## src/rtl/zigbee_symbol_spreader.sv

```systemverilog
// zigbee_symbol_spreader
// Takes a 16-bit payload word, walks the external 4:1 nibble mux through its
// four symbols and spreads each symbol into the 32-chip 802.15.4 PN sequence,
// one chip per chip-rate strobe.
module zigbee_symbol_spreader #(
  parameter int SYMB_PER_WORD  = 4,
  parameter int SEL_W          = 2,
  parameter int CHIPS_PER_SYMB = 32
) (
  input  logic             clk,
  input  logic             resetn,
  input  logic             inValid,
  input  logic [15:0]      inData,
  output logic             outReady,
  output logic [15:0]      outWord,
  output logic [SEL_W-1:0] outSel,
  input  logic [3:0]       inSymbol,
  input  logic             inChipEn,
  output logic             outChip,
  output logic             outChipValid,
  output logic             outBusy,
  output logic             outDone
);

  localparam logic [1:0] S_IDLE   = 2'd0;
  localparam logic [1:0] S_LOAD   = 2'd1;
  localparam logic [1:0] S_SPREAD = 2'd2;

  localparam logic [4:0]       LAST_IDX = 5'(CHIPS_PER_SYMB - 1);
  localparam logic [SEL_W-1:0] LAST_SEL = SEL_W'(SYMB_PER_WORD - 1);
  localparam logic [SEL_W-1:0] SEL_ONE  = SEL_W'(1);

  // PN chip sequences, one 32-bit row per symbol; bit 31 is chip c0.
  localparam logic [15:0][31:0] CHIP_TABLE = {
    32'hC96077B8,  // 15
    32'h96077B8C,  // 14
    32'h6077B8C9,  // 13
    32'h077B8C96,  // 12
    32'h77B8C960,  // 11
    32'h7B8C9607,  // 10
    32'hB8C96077,  // 9
    32'h8C96077B,  // 8
    32'h9C3522ED,  // 7
    32'hC3522ED9,  // 6
    32'h3522ED9C,  // 5
    32'h522ED9C3,  // 4
    32'h22ED9C35,  // 3
    32'h2ED9C352,  // 2
    32'hED9C3522,  // 1
    32'hD9C3522E   // 0
  };

  logic [1:0]       state_q, state_d;
  logic [15:0]      word_q, word_d;
  logic [SEL_W-1:0] sel_q, sel_d;
  logic [4:0]       idx_q, idx_d;
  logic [3:0]       sym_q, sym_d;
  logic             pend_q, pend_d;
  logic             chip_q, chip_d;
  logic             chip_vld_q, chip_vld_d;
  logic             ready_q, ready_d;
  logic             busy_q, busy_d;
  logic             done_q, done_d;

  // Next-state logic: word accept, one-cycle symbol load, chip spreading.
  always_comb begin
    state_d    = state_q;
    word_d     = word_q;
    sel_d      = sel_q;
    idx_d      = idx_q;
    sym_d      = sym_q;
    pend_d     = pend_q;
    chip_d     = chip_q;
    chip_vld_d = 1'b0;
    ready_d    = ready_q;
    busy_d     = busy_q;
    done_d     = 1'b0;
    case (state_q)
      S_IDLE: begin
        if (inValid && ready_q) begin
          word_d  = inData;
          sel_d   = '0;
          idx_d   = 5'd0;
          pend_d  = 1'b0;
          ready_d = 1'b0;
          busy_d  = 1'b1;
          state_d = S_LOAD;
        end else begin
          state_d = S_IDLE;
        end
      end
      S_LOAD: begin
        // The mux has had a full cycle to settle on the new select.
        sym_d   = inSymbol;
        state_d = S_SPREAD;
        if (inChipEn) begin
          pend_d = 1'b1;
        end else begin
          pend_d = 1'b0;
        end
      end
      S_SPREAD: begin
        if (inChipEn || pend_q) begin
          chip_d     = CHIP_TABLE[sym_q][5'd31 - idx_q];
          chip_vld_d = 1'b1;
          pend_d     = 1'b0;
          if (idx_q == LAST_IDX) begin
            idx_d = 5'd0;
            if (sel_q < LAST_SEL) begin
              sel_d   = sel_q + SEL_ONE;
              state_d = S_LOAD;
            end else begin
              state_d = S_IDLE;
              done_d  = 1'b1;
              ready_d = 1'b1;
              busy_d  = 1'b0;
            end
          end else begin
            idx_d = idx_q + 5'd1;
          end
        end else begin
          state_d = S_SPREAD;
        end
      end
      default: begin
        state_d = S_IDLE;
        ready_d = 1'b1;
        busy_d  = 1'b0;
        pend_d  = 1'b0;
      end
    endcase
  end

  // State and output registers; reset abandons any word in flight.
  always_ff @(posedge clk or negedge resetn) begin
    if (!resetn) begin
      state_q    <= S_IDLE;
      word_q     <= 16'h0000;
      sel_q      <= '0;
      idx_q      <= 5'd0;
      sym_q      <= 4'd0;
      pend_q     <= 1'b0;
      chip_q     <= 1'b0;
      chip_vld_q <= 1'b0;
      ready_q    <= 1'b1;
      busy_q     <= 1'b0;
      done_q     <= 1'b0;
    end else begin
      state_q    <= state_d;
      word_q     <= word_d;
      sel_q      <= sel_d;
      idx_q      <= idx_d;
      sym_q      <= sym_d;
      pend_q     <= pend_d;
      chip_q     <= chip_d;
      chip_vld_q <= chip_vld_d;
      ready_q    <= ready_d;
      busy_q     <= busy_d;
      done_q     <= done_d;
    end
  end

  assign outReady     = ready_q;
  assign outWord      = word_q;
  assign outSel       = sel_q;
  assign outChip      = chip_q;
  assign outChipValid = chip_vld_q;
  assign outBusy      = busy_q;
  assign outDone      = done_q;

endmodule

```

## config.mk

```make
export PLATFORM = sky130hd
export DESIGN_NAME = zigbee_symbol_spreader
export DESIGN_NICKNAME = d
export VERILOG_FILES = /design/src/rtl/zigbee_symbol_spreader.sv
export SDC_FILE = /design/constraint.sdc
export NUM_CORES = 1
export LEC_CHECK = 0
export ABC_AREA = 1
export BUFFER_PORTS_ARGS = -buffer_cell sky130_fd_sc_hd__buf_2
export CAP_MARGIN = 25
export CORE_MARGIN = 10
export CORE_UTILIZATION = 49
export DETAILED_ROUTE_END_ITERATION = 8
export HOLD_SLACK_MARGIN = 0.06
export PLACE_DENSITY = 0.76
export SETUP_SLACK_MARGIN = 0.5
export SYNTH_ARGS = -nofsm -noshare
export SYNTH_HDL_FRONTEND = slang
export SYNTH_SLANG_ARGS = --single-unit
```

## constraint.sdc

```tcl
create_clock -name clk -period 1.9 [get_ports clk]
set_input_delay 0.19 -clock clk [delete_from_list [all_inputs] [get_ports clk]]
set_output_delay 0.19 -clock clk [all_outputs]
set_load 0.01 [all_outputs]
```

Word-level counts from Yosys, hierarchy flattened
Memories as Yosys holds them, arrays and structs flattened.
Cells that the tools add are included.
{ "word_totals": {"ff_bits": 35, "latchBits": 0, "ramBits": 0, "mem_bits_ro": 512, "input_bits": 24, "output_inout_bits": 23, "elab_cells": 74, "memories": 1} }
{ "classes": {"addsub": 3, "mul": 0, "n_div": 0, "order_cmp": 3, "eq_ne": 9, "shifts": 0, "n_mux": 36, "bitwise": 1, "reduce_logical": 10} }
{ "mem_list": {"columns": ["name", "depth", "width", "read_ports", "rd_ports_with_merged_regs", "write_ports", "line", "text"], "rows": [
  ["(no name shown)", 16, 32, 1, 0, 0, "104", "chip_d = CHIP_TABLE[sym_q][5'd31 - idx_q];"]
]} }
{ "op_table": {"columns": ["operator", "count"], "rows": [
  ["32-bit two-way mux", 1],
  ["1-bit two-way mux", 19],
  ["5-bit two-way mux", 3],
  ["2-bit two-way mux", 6],
  ["2-bit != test, second input constant", 5],
  ["5-bit one-hot mux with 2 select lines", 1],
  ["5-bit AND reduction", 2],
  ["1-bit one-hot mux with 3 select lines", 3],
  ["5-bit by 6-bit less-than comparator with 1-bit output, second input constant", 1],
  ["2-bit one-hot mux with 3 select lines", 1],
  ["2-bit AND reduction", 3],
  ["5-bit by 1-bit adder with 5-bit output, second input constant", 1],
  ["1-bit binary-select mux with 5-bit select", 1],
  ["5-bit equality test, second input constant", 1],
  ["4-bit by 5-bit less-than comparator with 1-bit output, second input constant", 1],
  ["5-bit subtractor, first input constant", 1],
  ["2-bit one-hot mux with 2 select lines", 1],
  ["3-bit != test, second input constant", 1],
  ["3-bit AND reduction", 1],
  ["2-bit by 1-bit adder with 2-bit output, second input constant", 1],
  ["2-bit by 1-bit equality test with 1-bit output, second input constant", 1],
  ["2-bit equality test, second input constant", 1],
  ["2-bit zero test", 1],
  ["2-bit less-than comparator, second input constant", 1],
  ["other kinds (4)", 4]
]} }

Depth between registers and ports, before layout
{ "logic_depth": {"word_depth": 5, "mapped_depth": 16, "ltp_nobuf": 16} }

Worst setup path before layout
Ideal clock, no wire load.
{ "synth_timing": {"path_kind": "reg2reg", "startpoint": "register sym_q[0]", "endpoint": "register chip_q (netlist: outChip)", "setup_time_ns": 0.120, "t_arrival_ns": 1.726, "t_required_ns": 1.780, "path_slack_ns": 0.053, "stages_incl_launch_ff": 16, "path_buffers": 0, "period_less_slack_ns": 1.847, "cell_sequence": "dfrtp_1 > inv_1 > ha_1 > nor2_1 > nor2_1 > nand2_1 > nand3_1 > nand2_1 > nand2_1 > nand2_1 > nor2_1 > nand2_1 > nand3_1 > nand2_1 > nand2_1 > nand2_1"} }
{ "synth_via": {"elab_chain_len": 4} }
{ "synth_rtl": {"columns": ["item", "line", "text"], "rows": [
  ["start: declaration", "57", "logic [3:0] sym_q, sym_d;"],
  ["start signal: assignment", "153", "sym_q <= sym_d;"],
  ["memory 16 x 32 bit", null, null],
  ["32-bit two-way mux (not written as such)", "104", null],
  ["1-bit binary-select mux with 5-bit select", "104", null],
  ["1-bit two-way mux (not written as such)", "104", null],
  ["end signal: assignment", "155", "chip_q <= chip_d;"],
  ["end: declaration", "59", "logic chip_q, chip_d;"]
]} }
Every way passes these cells. The select of a mux whose other input is x is not followed.
A chain may end at the register's enable or synchronous reset.

Worst setup path after layout
{ "layout_timing": {"startpoint": "register sym_q[1]", "endpoint": "register chip_q (netlist: outChip)"} }
The elaborated chain is that of the path after synthesis.

==> impl_results.md <==
* Worst Tran Pin Value at roughly 0.39 ns
* Reg2Reg Capture Point: outChip
* Status: complete, no violations
* Mapped Avg Cell Area at between 6 and 7 um2
* Maximum buffer depth of the clock tree at 2
* Most frequent cells in the layout: nand2_1 (126), nand3_1 (49), buf_2 (46)
* Residual DRC at 0
* GR Overflow Total at 0
* Mux cell area share after synthesis at 0%
* Worst path top cell family by delay: simple AND/OR/NAND/NOR gates
* Slew margin rel. at 73.5%
* Syn nets at between 300 and 400
* Skew-Pair Late Insertion Delay at 0.29 ns
* Cell area after layout at between 2000 and 3000 um2
* Share of layout cells above drive strength 1 at 30.9%
* Synthesized area at roughly 2200 um2
* Max-Cap Viols at 0
* Core area at ~4400 um2
* Root buffer cell: clkbuf_8
* Ys Warns at 0
* Fin Setup TNS at 0 ns
* Pin count of the biggest net entering global routing at 21
* Std-Cell Rows at 24
* Fmax achieved at ~560 MHz
* Post-Synth Simple-Gate Area at a little under two fifths
* Final Core Density at between 60 and 70%
* Number of global-route vias before repair at about 2400
* Fin nets at ~440
* Worst Skew at about 0.01 ns
* Num CTS Buffers at 5
* Initial DRC count at 303
* Sequential element share of the synthesized area at between 30% and 40%
* Total number of vias at between 2000 and 2500
* Compound-cell area share of the yosys netlist at roughly a tenth
* P_leak at about 1.6 nW
* Syn Inst Count at approximately 330
* Initial Util at 51.0%
* Die Span Y at 87.8 um
* Adder-cell share of the synthesized area at under 10%
* CP cell instances: inv_4 > ha_4 > inv_1 > nand2_2 > nand3_1 > nand3_1 > nand2_1 > a21oi_2 > nand3_1 > nand3_1 > nand2_1 > nand2_1 > nand2_1
* Layout Area Growth over Synthesis at 31.1%
* Die Wd at just under 90 um
* Hold Crit Class: in -> reg
* Slew Limit Fails at 0
* Placer Congestion at ~0.93
* Net Sw Frac at 49.8%
* Period Utilization, post-route at 93.5%
* Boundary pin count at 47
* Initial antenna violation count at 0
* WP depth at 13
* Reg-to-Reg Start: sym_q[1]
* Synth Register Bits at 35
* Post-placement cell count at around 430
* Minimum clock period at 1.78 ns
* H-tree levels at 2
* Post-DP HPWL at between 4000 and 5000 um
* CP endpoint: outChip
* Distinct cells, synth at 21
* Cell count of the worst reg-to-reg path at 13
* Pint at roughly 0.0027 W
* Slowest stage cell, crit path: dfrtp_2
* Clk pwr share at 9.6%
* Post-DP Area at between 2000 and 3000 um2
* Comb power frac at 66.7%
* Crit path arrival time at 1.95 ns
* Total Wirelength at approximately 6500 um
* CTS sink cnt at 35
* NetSw at between 0.002 and 0.003 W
* Reg power frac at between 20% and 30%
* Worst R2R Setup Slack at between 0.1 and 0.15 ns
* Die area at approximately 7700 um2
* Avg WL per Cell at between 10 and 15 um
* Hold Slack at 0.0998 ns
* Endpoint class of the critical path: flip-flop
* 1st-pass router iterations at 5
* Antenna diodes at 0
* Final Hold Violating Endpoints at 0
* CTS tree: built
* Tot GR Track Use at 17.5%
* Worst Setup Start Kind: flip-flop
* Vias per inst at roughly 5.4
* Final non-filler cell total at 457
* Worst EP required at ~2.1 ns
* Worst vdd ir at a little over 0.9 mV
* CTS clk-pin slew, worst paths at approximately 0.08 ns
* CP max stage delay at between 0.4 and 0.5 ns
* First-pass GRT wire length at 11000 um
* Port Buffers at 46
* PD cells at 1840 nW/um2
* Worst Setup Path Type: reg -> reg
* Routed Antenna Nets at 0
* Post-Synth XOR/XNOR Area at 0%
* # setup viols final at 0
* Crit. Startpoint: sym_q[1]
* Crit path max fanout at 6
* Commonest non-fill, non-tap cell in the layout: nand2_1
* Main combinational cell family by area after synthesis: simple AND/OR/NAND/NOR gates
* WP buf/inv at 2
* RSZ-0062 raised after global routing: yes
==> synthesized netlist by cell type <==
cell	instances	area, um2
inv_1	19	71.3
nor2_1	15	56.3
inv_2	8	30.0
nor3_1	3	15.0
nand2_1	129	484
buf_4	2	15.0
o21a_1	3	22.5
nor3b_2	1	12.5
o211ai_1	2	15.0
ha_1	11	138
o21ai_0	16	80.1
o21ai_2	1	8.76
o21ai_1	1	5.00
dfrtp_1	34	851
nand3_1	50	250
nor2_2	1	6.26
dfstp_2	1	26.3
buf_2	4	20.0
a21oi_1	21	105
nor2_4	2	22.5
clkbuf_1	4	15.0
==> cell families (layout without fill, tap and decap cells) <==
group                    count (synthesis)  in the layout
AO/OA/AOI/OAI                           44             44
adder cells (fa/ha/maj)                 11             11
buffers and inverters                   37            114
flip-flops                              35             35
AND/OR/NAND/NOR                        201            201
==> routing by layer <==
metal	vias up	GRT usage [%]	share of wire, %
met5	-	0	0
met4	0	5.94	1.9
met3	14	5.01	8.3
met2	131	25.9	45
met1	1092	23.8	45
li1	1213	-	-
==> registers in the layout, summed over array words and instances (netlist names) <==
name          flops
outDone           1
sym_q             4
outChip           1
outWord          16
outReady          1
outBusy           1
pend_q            1
outChipValid      1
state_q           2
idx_q             5
outSel            2
==> tightest hold or removal path: stages <==
cell and delay, ns:
buf_2 0.07, nand2_1 0.04, nand2_1 0.05
==> per-stage QoR <==
step           power [W]  worst slack [ns]
4_1_cts          0.00519             0.222
2_1_floorplan    0.00342             0.226
6_report         0.00544             0.123
5_1_grt          0.00593            0.0216
3_3_place_gp     0.00429             0.102
3_5_place_dp     0.00431            0.0782
==> power groups by stage <==
stage / clock network [W] / logic (W) / registers (W)
finish: 0.000520 / 0.00363 / 0.00129
global route: 0.000574 / 0.00403 / 0.00133
CTS: 0.000538 / 0.00338 / 0.00128
detailed placement: 0 / 0.00303 / 0.00128
global placement: 0 / 0.00300 / 0.00128
floorplan: 0 / 0.00203 / 0.00139
==> worst min-delay path by stage <==
stage             endpoint  startpoint  depth (start not counted)
6_report       outWord[14]  inData[14]                          3
4_1_cts        outWord[14]  inData[14]                          3
3_3_place_gp     outSel[0]      resetn                          1
2_1_floorplan     idx_q[0]      resetn                          0
5_1_grt        outWord[12]  inData[12]                          3
3_5_place_dp     outSel[0]      resetn                          1
==> timing repair <==
item	4_1_cts	5_1_grt
endpoints found under the hold margin	18	0
hold buffers	1	0
endpoints found under the setup margin	8	12
resized for setup	20	15
buffers inserted	18	2
pin swaps	12	11
cloned	1	0
==> cell type report <==
cell class | count | area (um2)
clock buffers | 6 | 72.6
multi-input cells | 256 | 1320
well taps | 52 | 65.1
fillers | 371 | 1460
flip-flops and latches | 35 | 880
repair buffers | 78 | 484
repair inverters | 1 | 5.00
clock inverters | 2 | 12.5
inverters | 27 | 111
Note: power is estimated with default switching activity, not from simulation.
